[config.mk]
export PLATFORM = sky130hd
export DESIGN_NAME = fwd_ctrl_unit
export DESIGN_NICKNAME = d
export VERILOG_FILES = /design/src/rtl/fwd_pkg.sv /design/src/rtl/dest_track_stage.sv /design/src/rtl/fwd_ctrl_unit.sv
export SDC_FILE = /design/constraint.sdc
export NUM_CORES = 1
export LEC_CHECK = 0
export CAP_MARGIN = 0
export CORE_MARGIN = 2
export CORE_UTILIZATION = 45
export CTS_CLUSTER_SIZE = 16
export DETAILED_ROUTE_END_ITERATION = 8
export PLACE_DENSITY = 0.72
export SETUP_SLACK_MARGIN = 0.02
export SYNTH_ARGS = -nofsm -noshare
export SYNTH_HDL_FRONTEND = slang
export SYNTH_SLANG_ARGS = --single-unit
[constraint.sdc]
create_clock -name clk -period 7.2 [get_ports clk]
set_clock_uncertainty 0.15 [all_clocks]
set_input_delay 2.16 -clock clk [delete_from_list [all_inputs] [get_ports clk]]
set_output_delay 2.16 -clock clk [all_outputs]
set_load 0.005 [all_outputs]
[src/rtl/fwd_pkg.sv]
`default_nettype none
// ============================================================================
//  Module      : fwd_pkg
//  Description : Shared select codes, tracking-entry type and select priority
//                for the EX-stage forwarding control. FWD_WB_HOLD_EN enables
//                the WB-hold (code 11) forwarding path.
//  Revision    : 1.0 - initial release
// ============================================================================
package fwd_pkg;

    localparam int C_REG_AW = 5;

    localparam logic [1:0] FWD_RF     = 2'b00;
    localparam logic [1:0] FWD_EXMEM  = 2'b01;
    localparam logic [1:0] FWD_MEMWB  = 2'b10;
    localparam logic [1:0] FWD_WBHOLD = 2'b11;

    typedef struct packed {
        logic                v;
        logic [C_REG_AW-1:0] rd;
        logic                rw;
        logic                ld;
    } dest_entry_t;

    // Youngest producer wins; a WB producer without the hold path is
    // covered by the regfile's internal write bypass.
    function automatic logic [1:0] fwd_select(input logic hit_ex,
                                              input logic hit_mem,
                                              input logic hit_wb);
        if (hit_ex)
            return FWD_EXMEM;
        else if (hit_mem)
            return FWD_MEMWB;
`ifdef FWD_WB_HOLD_EN
        else if (hit_wb)
            return FWD_WBHOLD;
`else
        else if (hit_wb)
            return FWD_RF;
`endif
        else
            return FWD_RF;
    endfunction

endpackage
`default_nettype wire

[src/rtl/dest_track_stage.sv]
`default_nettype none
// ============================================================================
//  Module      : dest_track_stage
//  Description : One destination-tracking entry with producer-match compares
//                against two source registers.
//  Revision    : 1.0 - initial release
// ============================================================================
module dest_track_stage
    import fwd_pkg::*;
(
    input  logic                clk,
    input  logic                rst,
    input  dest_entry_t         i_d,
    input  logic [C_REG_AW-1:0] i_rs1,
    input  logic [C_REG_AW-1:0] i_rs2,
    output dest_entry_t         o_q,
    output logic                o_hit_rs1,
    output logic                o_hit_rs2
);

    dest_entry_t r_q;

    always_ff @(posedge clk or posedge rst) begin
        if (rst)
            r_q <= '0;
        else
            r_q <= i_d;
    end

    // x0 is hardwired to zero, so it never has a producer.
    assign o_hit_rs1 = r_q.v & r_q.rw & (r_q.rd == i_rs1) & (i_rs1 != '0);
    assign o_hit_rs2 = r_q.v & r_q.rw & (r_q.rd == i_rs2) & (i_rs2 != '0);
    assign o_q       = r_q;

endmodule
`default_nettype wire

[src/rtl/fwd_ctrl_unit.sv]
`default_nettype none
// ============================================================================
//  Module      : fwd_ctrl_unit
//  Description : EX-stage operand forwarding selects and load-use stall,
//                driven from an EX/MEM/WB(/HOLD) destination-tracking chain.
//                FWD_WB_HOLD_EN keeps the HOLD entry and emits code 11.
//  Revision    : 1.0 - initial release
// ============================================================================
module fwd_ctrl_unit
    import fwd_pkg::*;
#(
    parameter int REG_AW = 5,
    parameter int SEL_W  = 2
) (
    input  logic              clk,
    input  logic              rst,
    input  logic              id_valid,
    input  logic [REG_AW-1:0] id_rs1,
    input  logic [REG_AW-1:0] id_rs2,
    input  logic [REG_AW-1:0] id_rd,
    input  logic              id_regwrite,
    input  logic              id_memread,
    input  logic              ex_flush,
    output logic              stall,
    output logic [SEL_W-1:0]  fwd_sel_a,
    output logic [SEL_W-1:0]  fwd_sel_b
);

    dest_entry_t w_id_entry;
    dest_entry_t w_ex_d;
    dest_entry_t w_ex_q;
    dest_entry_t w_mem_q;
    dest_entry_t w_wb_q;
    logic        w_ex_hit1,  w_ex_hit2;
    logic        w_mem_hit1, w_mem_hit2;
    logic        w_wb_hit1,  w_wb_hit2;
    logic        w_bubble;
    logic [SEL_W-1:0] r_sel_a;
    logic [SEL_W-1:0] r_sel_b;

    assign w_id_entry = '{v: id_valid, rd: id_rd, rw: id_regwrite, ld: id_memread};

    // A load in EX feeding ID cannot be forwarded in time: hold ID one cycle.
    assign stall    = id_valid & ~ex_flush & w_ex_q.ld & (w_ex_hit1 | w_ex_hit2);
    assign w_bubble = stall | ex_flush | ~id_valid;
    assign w_ex_d   = w_bubble ? '0 : w_id_entry;

    dest_track_stage u_ex (
        .clk(clk), .rst(rst), .i_d(w_ex_d), .i_rs1(id_rs1), .i_rs2(id_rs2),
        .o_q(w_ex_q), .o_hit_rs1(w_ex_hit1), .o_hit_rs2(w_ex_hit2)
    );

    dest_track_stage u_mem (
        .clk(clk), .rst(rst), .i_d(w_ex_q), .i_rs1(id_rs1), .i_rs2(id_rs2),
        .o_q(w_mem_q), .o_hit_rs1(w_mem_hit1), .o_hit_rs2(w_mem_hit2)
    );

    dest_track_stage u_wb (
        .clk(clk), .rst(rst), .i_d(w_mem_q), .i_rs1(id_rs1), .i_rs2(id_rs2),
        .o_q(w_wb_q), .o_hit_rs1(w_wb_hit1), .o_hit_rs2(w_wb_hit2)
    );

`ifdef FWD_WB_HOLD_EN
    // HOLD mirrors the WB-hold data register beside the EX mux; its
    // compares are never consulted because its producer has retired.
    dest_entry_t w_hold_q;
    logic        w_hold_hit1, w_hold_hit2;
    logic        w_unused_hold;

    dest_track_stage u_hold (
        .clk(clk), .rst(rst), .i_d(w_wb_q), .i_rs1(id_rs1), .i_rs2(id_rs2),
        .o_q(w_hold_q), .o_hit_rs1(w_hold_hit1), .o_hit_rs2(w_hold_hit2)
    );

    assign w_unused_hold = ^{w_hold_q, w_hold_hit1, w_hold_hit2};
`else
    logic w_unused_wb;
    assign w_unused_wb = ^w_wb_q;
`endif

    always_ff @(posedge clk or posedge rst) begin
        if (rst) begin
            r_sel_a <= FWD_RF;
            r_sel_b <= FWD_RF;
        end else if (w_bubble) begin
            r_sel_a <= FWD_RF;
            r_sel_b <= FWD_RF;
        end else begin
            r_sel_a <= fwd_select(w_ex_hit1, w_mem_hit1, w_wb_hit1);
            r_sel_b <= fwd_select(w_ex_hit2, w_mem_hit2, w_wb_hit2);
        end
    end

    assign fwd_sel_a = r_sel_a;
    assign fwd_sel_b = r_sel_b;

endmodule
`default_nettype wire

==> impl_metrics.csv <==
group,metric,value,unit
sta,slew_headroom,0.535,
yosys,synth_area,893,µm²
clocking,htreeDepth,1,
worst_hold_path,hp-start,"u_ex.o_q[7]",
sta,max_freq,153,MHz
clocking,cts.sinks,19,
detailed_routing,post_drt_wl_per_cell,12.5,µm
grt,grt_pass1_wl,3080,µm
floorplanning,die_x,48.6,µm
sta,final.setup.tns,0,ns
clocking,clk_pin_slew,0.10,ns
final_layout,final_common_cell,"clkdlybuf4s50_1",
detailed_routing,firstDrtPassIters,3,
detailed_routing,viasPerCell,4.87,
final_layout,diodes,0,
grt,grt_usage,0.171,
floorplanning,dieArea,2360,µm²
power,vdd_drop_max,119,µV
clocking,cts_tree,"done",
sta,rsz0062_at_grt,"false",
detailed_routing,wl_met3,81,µm
clocking,post-cts-setup-buffer-count,0,
clocking,cts-buffers-inserted,3,
worst_setup_path,critPathMaxFanout,9,
grt,grt_overflow,0,
detailed_routing,drt_iter0_markers,1,
worst_setup_path,worstSetupPathType,"primary input to output pin",
clocking,hold_buffers,0,
sta,maxSlewViolCount,0,
clocking,cts.path.max_buffers,2,
final_layout,mostFrequentLayoutCells,"25 x clkdlybuf4s50_1, 20 x xnor2_1, 19 x dfrtp_1",
final_layout,nets,130,
worst_hold_path,min_path_type,"register to register",
status,status,"completed",
yosys,yosysUniqueCellTypes,17,
yosys,yosysSeqAreaShare,0.532,
floorplanning,start_util,0.465,
clocking,clkLatencyLatePin,0.29,ns
clocking,cts_root_buf,"clkbuf_4",
detailed_routing,highest_layer,"met4",
yosys,yosysWarnings,0,
sta,period_needed,6.55,ns
sta,worstMarginPinSlew,0.697,ns
final_layout,synthToLayoutAreaGrowth,35.3,%
sta,final-setup-viol-count,0,
sta,fin_crit_sh,0.909,
power,power_density,161,nW/µm²
grt,antenna_found_initial,0,
final_layout,fillCellCount,166,
yosys,synthCells,79,
grt,grt_max_degree,20,
worst_setup_path,cp.required,4.89,ns
detailed_routing,m1WireLength,775,µm
worst_setup_path,startpoint,"id_rs1[1]",
yosys,syn_nets,100,
placed_design,dpl_cell_area,1180,µm²
detailed_routing,drc_errors,0,
floorplanning,io_pins,26,
detailed_routing,via_count,657,
floorplanning,rows,16,
power,power.static_leakage,0.491,nW
sta,finalHoldViolations,0,
clocking,cts-resized-gates,0,
detailed_routing,dr_wl_met2,816,µm
detailed_routing,drt-total-wl,1680,µm
placed_design,io_buffer_count,25,
placed_design,gp_congestion,0.793,
worst_setup_path,crit_path_start_kind,"primary input",
placed_design,post-dp-hpwl,1350,µm
floorplanning,die_y,48.6,µm
worst_setup_path,cp.arrival,4.24,ns
yosys,avgSynthCellArea,11.3,µm²
worst_setup_path,r2r-start,"u_ex.o_q[6]",
floorplanning,core-area,1920,µm²
worst_setup_path,endpoint_kind,"output pin",
run,drv_cap,0,
final_layout,drive_gt1_frac,0.111,
detailed_routing,antenna_left,0,
grt,grt_pass1_vias,684,
final_layout,fin_area,1210,µm²
yosys,synth_seq_cells,19,
-- cell usage after synthesis --
cell type | number | area [µm²]
o21a_2 | 1 | 8.76
nor2_4 | 2 | 22.5
dfrtp_1 | 19 | 475
xnor2_1 | 20 | 175
nor2_1 | 7 | 26.3
and2_1 | 1 | 6.26
a21oi_1 | 2 | 10.0
nand3_1 | 2 | 10.0
or4_4 | 2 | 22.5
and3b_1 | 2 | 17.5
inv_1 | 1 | 3.75
nor2b_1 | 2 | 12.5
or4_1 | 2 | 15.0
nor3_2 | 2 | 20.0
clkbuf_1 | 1 | 3.75
nand2_1 | 7 | 26.3
nand4_1 | 6 | 37.5
-- worst max-delay path, cell delays in order --
cell and delay [ns]:
clkdlybuf4s50_1 0.47, or4_4 0.57, nor2_4 0.11, nor3_2 0.07, o21a_2 0.26, and2_1 0.17
clkdlybuf4s50_1 0.43
-- stage by stage --
step	total power, mW	worst slack, ns	utilization	hold slack, ns	std cells
3_5_place_dp	0.145	0.648	0.615	0.250	131
4_1_cts	0.198	0.644	0.629	0.273	135
3_3_place_gp	0.145	0.646	0.615	0.244	131
2_1_floorplan	0.128	1.63	-	0.223	79
6_report	0.195	0.655	0.629	0.273	135
5_1_grt	0.206	0.556	0.629	0.296	135
-- report_power, final --
group          switching, mW  internal (mW)
clock network         0.0309         0.0206
logic                 0.0116         0.0180
registers            0.00342          0.110
-- final cells by class --
class | count | area, µm² | share of cell area
clock buffer | 3 | 22.5 | 0.0186
clock inverter | 1 | 5.00 | 0.00414
inverter | 1 | 3.75 | 0.00311
multi-input combinational | 58 | 410 | 0.340
sequential | 19 | 475 | 0.393
tap | 27 | 33.8 | 0.0280
timing repair buffer | 26 | 258 | 0.213
-- final timing paths --
check / slack (ns) / to / cells past startpoint
min in group asynchronous: 2.12 / u_ex.o_q[6] / 2
worst min-delay path: 0.27 / u_mem.o_q[7] / 0
worst min register to register: 0.27 / u_mem.o_q[7] / 0
max in group asynchronous: 4.34 / u_ex.o_q[7] / 2
worst max register to register: 5.55 / fwd_sel_b[1] / 5
worst max-delay path: 0.65 / stall / 7
-- flip-flops by register name, summed over array words and instances, names as in the netlist --
register,count
fwd_sel_b,2
u_mem.o_q,7
u_ex.o_q,8
fwd_sel_a,2
-- layer usage --
| metal | up-vias | GRT usage |
|---|---|---|
| li1 | 324 | - |
| met1 | 317 | 0.225 |
| met2 | 14 | 0.280 |
| met3 | 2 | 0.0494 |
| met4 | 0 | 0.0429 |
| met5 | - | 0 |
-- logic make-up (layout without fill, tap and decap cells) --
family                    Yosys count  in the layout  synth area share
and+or+nand+nor                    35             35             0.242
xor gates and xnor gates           20             20             0.196
DFF                                19             19             0.532
AOI/OAI and AO/OA                   3              3            0.0210
buffers and inverters               2             31           0.00840
No activity file was read; power rests on OpenSTA's default activity.
